## src/rtl/clk_div_gen2.sv

```systemverilog
// clk_div_gen2: glitch-free integer clock divider with shadowed ratio updates,
// optional 50% duty for odd ratios and a reference-domain period tick.
module clk_div_gen2 #(
  parameter int RATIO_W    = 8,
  parameter bit ODD_DUTY50 = 1'b1
) (
  input  logic               i_ref_clk,
  input  logic               i_rst_n,
  input  logic               i_clk_en,
  input  logic [RATIO_W-1:0] i_div_ratio,
  input  logic               i_ratio_load,
  output logic               o_div_clk,
  output logic               o_div_tick,
  output logic               o_ratio_ack,
  output logic [RATIO_W-1:0] o_cur_ratio
);
  typedef enum logic {BYPASS, DIVIDE} state_t;
  state_t r_state, w_state_nx;
  logic [RATIO_W-1:0] r_pend_ratio, r_cur_ratio, r_cnt, w_ratio_nx, w_cnt_nx;
  logic r_pend_valid, r_cur_en, r_a, r_b, r_tick, r_ack, w_bnd, w_en_nx, w_odd50;
  always_comb begin
    w_bnd      = (r_state == BYPASS) || (r_cnt == r_cur_ratio - RATIO_W'(1));
    w_ratio_nx = (w_bnd && r_pend_valid) ? r_pend_ratio : r_cur_ratio;
    w_en_nx    = w_bnd ? i_clk_en : r_cur_en;
    w_state_nx = !w_bnd ? r_state : (w_en_nx && w_ratio_nx >= RATIO_W'(2)) ? DIVIDE : BYPASS;
    w_cnt_nx   = w_bnd ? '0 : r_cnt + RATIO_W'(1);
  end
  // Phase and tick are computed from next-state values so both outputs are pure flops.
  always_ff @(posedge i_ref_clk or negedge i_rst_n) begin
    if (!i_rst_n) begin
      r_state      <= BYPASS;
      r_cur_ratio  <= '0;
      r_cur_en     <= 1'b0;
      r_cnt        <= '0;
      r_pend_ratio <= '0;
      r_pend_valid <= 1'b0;
      r_ack        <= 1'b0;
      r_tick       <= 1'b0;
      r_a          <= 1'b0;
    end else begin
      r_state      <= w_state_nx;
      r_cur_ratio  <= w_ratio_nx;
      r_cur_en     <= w_en_nx;
      r_cnt        <= w_cnt_nx;
      r_pend_ratio <= i_ratio_load ? i_div_ratio : r_pend_ratio;
      r_pend_valid <= i_ratio_load || (r_pend_valid && !w_bnd);
      r_ack        <= w_bnd && r_pend_valid;
      r_tick       <= (w_state_nx == BYPASS) || (w_cnt_nx == '0);
      r_a          <= (w_state_nx == DIVIDE) && (w_cnt_nx < (w_ratio_nx >> 1));
    end
  end
  always_ff @(negedge i_ref_clk or negedge i_rst_n) begin
    if (!i_rst_n) r_b <= 1'b0;
    else r_b <= r_a;
  end
  // Mode select only changes at a boundary, where a and b are both low before the edge.
  assign w_odd50     = ODD_DUTY50 && r_cur_ratio[0];
  assign o_div_clk   = (r_state == BYPASS) ? i_ref_clk : (w_odd50 ? (r_a | r_b) : r_a);
  assign o_div_tick  = r_tick;
  assign o_ratio_ack = r_ack;
  assign o_cur_ratio = r_cur_ratio;
endmodule

```

## config.mk

```make
export PLATFORM = sky130hd
export DESIGN_NAME = clk_div_gen2
export DESIGN_NICKNAME = d
export VERILOG_FILES = /design/src/rtl/clk_div_gen2.sv
export SDC_FILE = /design/constraint.sdc
export NUM_CORES = 1
export LEC_CHECK = 0
export BUFFER_PORTS_ARGS = -buffer_cell sky130_fd_sc_hd__buf_2
export CORE_MARGIN = 1
export CORE_UTILIZATION = 29
export CTS_CLUSTER_SIZE = 8
export DETAILED_ROUTE_END_ITERATION = 10
export GPL_TIMING_DRIVEN = 0
export SYNTH_ARGS = -nofsm -noshare
export SYNTH_HDL_FRONTEND = slang
export SYNTH_SLANG_ARGS = --single-unit
```

## constraint.sdc

```tcl
create_clock -name i_ref_clk -period 5.52 [get_ports i_ref_clk]
set_input_delay 0.828 -clock i_ref_clk [delete_from_list [all_inputs] [get_ports i_ref_clk]]
set_output_delay 0.828 -clock i_ref_clk [all_outputs]
set_load 0.05 [all_outputs]
```

## Yosys cells after proc, flatten, opt, wreduce, memory -nomap -nowiden

Index checks and enable logic that the tools add are counted.
Widths: inputs -> output; s select.

- Register bits after elaboration: 31
- Input bits: 12
- Output and inout port bits: 11

- Add/sub/neg operators: 2
- Order comparisons: 2
- Equal/unequal tests: 1
- Mux-type cells: 7
- Bitwise gates (word level): 3
- Reduce and logical (&&, ||, !) cells: 9

Operators by type and width:

| operator | count |
|---|---|
| $mux 8 | 2 |
| $add 8x1->8 const B | 1 |
| $eq 8x8->1 | 1 |
| $ge 8x2->1 const B | 1 |
| $logic_not 8->1 | 1 |
| $lt 8x7->1 | 1 |
| $sub 8x1->8 const B | 1 |
| $mux 1 | 5 |
| $logic_and 1x1->1 | 4 |
| $logic_or 1x1->1 | 3 |
| $not 1->1 | 2 |
| $logic_not 1->1 | 1 |
| $or 1x1->1 | 1 |

## Longest topological paths before layout

- Depth in word-level cells: 11
- Depth in mapped cells: 16

==> impl_summary.txt <==
----------------------------------------------------
[Die]
  Effective utilization at floorplan ... 30.6%
  Chip width ... 78.9 µm
  Number of core rows ... 27
  Die outline area ... 6230 µm²
  Number of I/O pins ... 23
  Die height ... 78.9 µm
  Core region area ... 5610 µm²

[Synthesis]
  Number of instances in the synthesized netlist ... 153
  Post-synthesis mux area share ... 16.7%
  Predominant post-synthesis flop cell ... sky130_fd_sc_hd__dfrtp_1
  Sequential fraction of the synthesis area ... 43.7%
  Synth Area in XOR/XNOR ... 8.16%
  Number of enable flip-flop cells after synthesis ... 0
  Count of distinct cell types in the synthesized netlist ... 43
  Main combinational cell family by area after synthesis ... multiplexers
  Warnings from Yosys ... 0
  Post-Syn Area per Cell ... 11.2 µm²
  Netlist area before placement ... 1720 µm²
  Synthesized netlist net count ... 173
  Share of synthesized registers carrying an async set or reset ... 100%
  Simple-gate share of the synthesized area ... 14.1%
  Synthesized-area fraction occupied by adder cells ... 5.83%
  Synth Area in Compound Gates ... 8.82%
  #FFs+latches synth ... 30

[Critical path]
  Top fanout value on the critical path ... 1
  Register-to-register setup slack ... 1.89 ns
  Critical register-to-register path endpoint ... r_a
  Number of logic stages on the critical path including buffering ... 3
  Family with the most delay on the worst path ... flip-flops
  Crit-path cells ... a21oi_1 > a21oi_1 > buf_2
  Origin of the worst setup path ... r_b
  Worst setup SP type ... flip-flop
  Most frequent CP cell ... sky130_fd_sc_hd__a21oi_1
  Beginning of the worst register-to-register path ... o_cur_ratio[0]
  Slowest-stage cell, CP ... sky130_fd_sc_hd__dfrtn_1
  CP Capture Point ... o_div_clk
  Critical path buffer and inverter count ... 1
  Critical path data required time ... 4.69 ns
  Slowest stage delay, CP ... 0.39 ns
  Crit path capture type ... output port
  Worst setup path class ... reg -> out
  Reg2Reg Depth ... 16
  Arrival time at the worst endpoint ... 4.03 ns

[STA]
  Count of final setup violators ... 0
  Setup total negative slack ... 0 ns
  Final setup margin ... 0.664 ns
  Relative slew slack ... 55.9%
  Measured slew at the worst slew-check pin ... 0.661 ns
  Final slew viol count ... 0
  Final Hold Fails ... 0
  Clock skew after layout ... 0.0216 ns
  Unrepaired setup endpoints after global routing ... no

[Placed design]
  Placed wire-length estimate after detailed placement ... 2.69 mm
  Port buffer count ... 21
  Placer congestion estimate ... 0.812
  Pre-CTS setup slack ... 1.10 ns

[Route]
  Routed length on met1 ... 1.73 mm
  First-pass DRT Iterations ... 5
  Uppermost signal routing layer after detailed routing ... met4
  Antenna Nets Post-Route ... 0
  Remaining DRCs ... 0
  Drt via density ... 4.84
  Total length of routed wires ... 3.67 mm
  Detailed Route Iter0 Violations ... 59
  Met3 layer wire length in the routed design ... 211 µm
  Met2 wire len ... 1.62 mm
  Total vias in the final route ... 1243
  WL/cell ... 14.3 µm

[Global route]
  Maximum number of pins on one net before global-route repair ... 31
  Initial antenna violation count ... 0
  Total gr overflow ... 0
  Overall Global Routing Usage ... 14.5%
  Global-route wire length before repair ... 6.38 mm
  Via count of the first global-routing pass ... 1268

[Final layout]
  Total area of multi-input combinational cells ... 920 µm²
  Number of filler cells placed in the layout ... 591
  Antenna diode instance count ... 0
  Fraction of final layout cells sized beyond drive strength 1 ... 31.9%
  Synth-to-Final Area Change ... 19.3%
  Commonest cells after routing, fill and taps aside ... sky130_fd_sc_hd__dfrtp_1, sky130_fd_sc_hd__buf_2, sky130_fd_sc_hd__nor2_1
  Number of nets in the layout ... 204
  Sequential cell area in the final layout ... 751 µm²
  Most common cell after layout, fill and taps aside ... sky130_fd_sc_hd__dfrtp_1

[Power and ir drop]
  Maximum VDD drop ... 0.277 mV
  Static power due to leakage ... 0.000962 µW
  Overall power ... 1380 µW
  Power density over the cells ... 674 nW/µm²

[Worst hold path]
  Classification of the worst-slack hold path ... in -> async

[CTS]
  Clk Latency, worst-skew pair ... 0.41 ns
  Clock tree from TritonCTS ... built
  # Post-CTS Setup Buffers ... 0
  CTS hold repair buffers ... 0
  Number of resized instances in the post-cts repair step ... 0
  CTS clock-pin slew for the worst setup and hold paths ... 0.07 ns

[Flow run]
  Max-cap check violation count ... 0

[Run status]
  Status ... finished clean

----------------------------------------------------
flip-flops by register name (all words and copies together), names as in the netlist:
signal        count
o_div_tick        1
r_state           1
o_cur_ratio       8
r_pend_ratio      8
o_ratio_ack       1
r_a               1
r_pend_valid      1
r_b               1
r_cnt             8
final cells by class:
type                            count  share of cell area [%]
Tap cell                           72                    4.40
Sequential cell                    30                    36.7
Clock inverter                      2                   0.611
Timing Repair Buffer               20                    4.89
Multi-Input combinational cell    114                    44.9
Inverter                            5                   0.916
Clock buffer                       10                    6.29
Buffer                              4                    1.34
kinds of logic after synthesis:
group           Yosys count
compound gates           21
xor+xnor                 16
fa+ha+maj                 8
buf+inv                   9
flops                    30
mux                      25
simple gates             44
power by group:
part	total (µW)	internal [µW]	switching [µW]	leakage, µW
sequential	412	294	117	0.000359
clock	258	150	108	0.0000741
combinational	710	316	395	0.000529
total	1380	760	620	0.000962
routing by layer:
layer	up-vias	global-route usage [%]
met3	9	5.17
li1	612	-
met5	-	0
met1	590	18.2
met2	32	20.0
met4	0	11.3
worst min-delay path by stage:
stage                               start        endpoint  slack [ns]  cells past startpoint
final                             i_rst_n  o_cur_ratio[2]        0.47                      1
after global routing              i_rst_n  o_cur_ratio[2]        0.51                      1
after CTS                         i_rst_n  o_cur_ratio[2]        0.49                      1
after detailed placement  r_pend_ratio[0]  o_cur_ratio[0]        0.50                      1
after global placement    r_pend_ratio[0]  o_cur_ratio[0]        0.50                      1
after floorplan           r_pend_ratio[0]  o_cur_ratio[0]        0.48                      1
worst reg2reg max path, stage by stage, from the launching register on:
cell	delay, ns
sky130_fd_sc_hd__dfrtp_1	0.48
sky130_fd_sc_hd__inv_1	0.10
sky130_fd_sc_hd__ha_1	0.17
sky130_fd_sc_hd__nor3b_1	0.34
sky130_fd_sc_hd__nand2_1	0.11
sky130_fd_sc_hd__xnor2_1	0.18
sky130_fd_sc_hd__nand4_2	0.15
sky130_fd_sc_hd__o21ai_2	0.18
sky130_fd_sc_hd__nand2_2	0.15
sky130_fd_sc_hd__buf_6	0.20
sky130_fd_sc_hd__mux2i_1	0.23
sky130_fd_sc_hd__ha_1	0.29
sky130_fd_sc_hd__a21o_1	0.16
sky130_fd_sc_hd__a21o_1	0.17
sky130_fd_sc_hd__a21oi_1	0.12
sky130_fd_sc_hd__o21ai_0	0.11
sky130_fd_sc_hd__a2111oi_2	0.37
Yosys cell counts, types with 2 or more instances:
| cell type | instances | area share (%) |
|---|---|---|
| sky130_fd_sc_hd__mux2_4 | 4 | 3.5 |
| sky130_fd_sc_hd__nor2_1 | 15 | 3.3 |
| sky130_fd_sc_hd__mux2_2 | 13 | 8.5 |
| sky130_fd_sc_hd__nand2b_1 | 2 | 0.73 |
| sky130_fd_sc_hd__nand2_1 | 4 | 0.87 |
| sky130_fd_sc_hd__mux2i_1 | 8 | 4.7 |
| sky130_fd_sc_hd__a31oi_1 | 2 | 0.73 |
| sky130_fd_sc_hd__a21oi_1 | 3 | 0.87 |
| sky130_fd_sc_hd__nand3_1 | 7 | 2.0 |
| sky130_fd_sc_hd__dfrtp_1 | 29 | 42 |
| sky130_fd_sc_hd__and3_1 | 2 | 0.73 |
| sky130_fd_sc_hd__xnor2_1 | 11 | 5.6 |
| sky130_fd_sc_hd__o21ai_0 | 4 | 1.2 |
| sky130_fd_sc_hd__nor3_1 | 3 | 0.87 |
| sky130_fd_sc_hd__xor2_1 | 5 | 2.6 |
| sky130_fd_sc_hd__inv_1 | 5 | 1.1 |
| sky130_fd_sc_hd__ha_1 | 8 | 5.8 |
| sky130_fd_sc_hd__a21o_1 | 3 | 1.3 |
through the flow:
step                      instance area [µm²]  utilization [%]  hold WS (ns)  cells
after global placement                   1910             34.1         0.496    246
after CTS                                2050             36.5         0.489    257
after global routing                     2050             36.5         0.511    257
after floorplan                          1720                -         0.477    153
final                                    2050             36.5         0.471    257
after detailed placement                 1910             34.1         0.502    246
No activity file was read; power rests on OpenSTA's default activity.
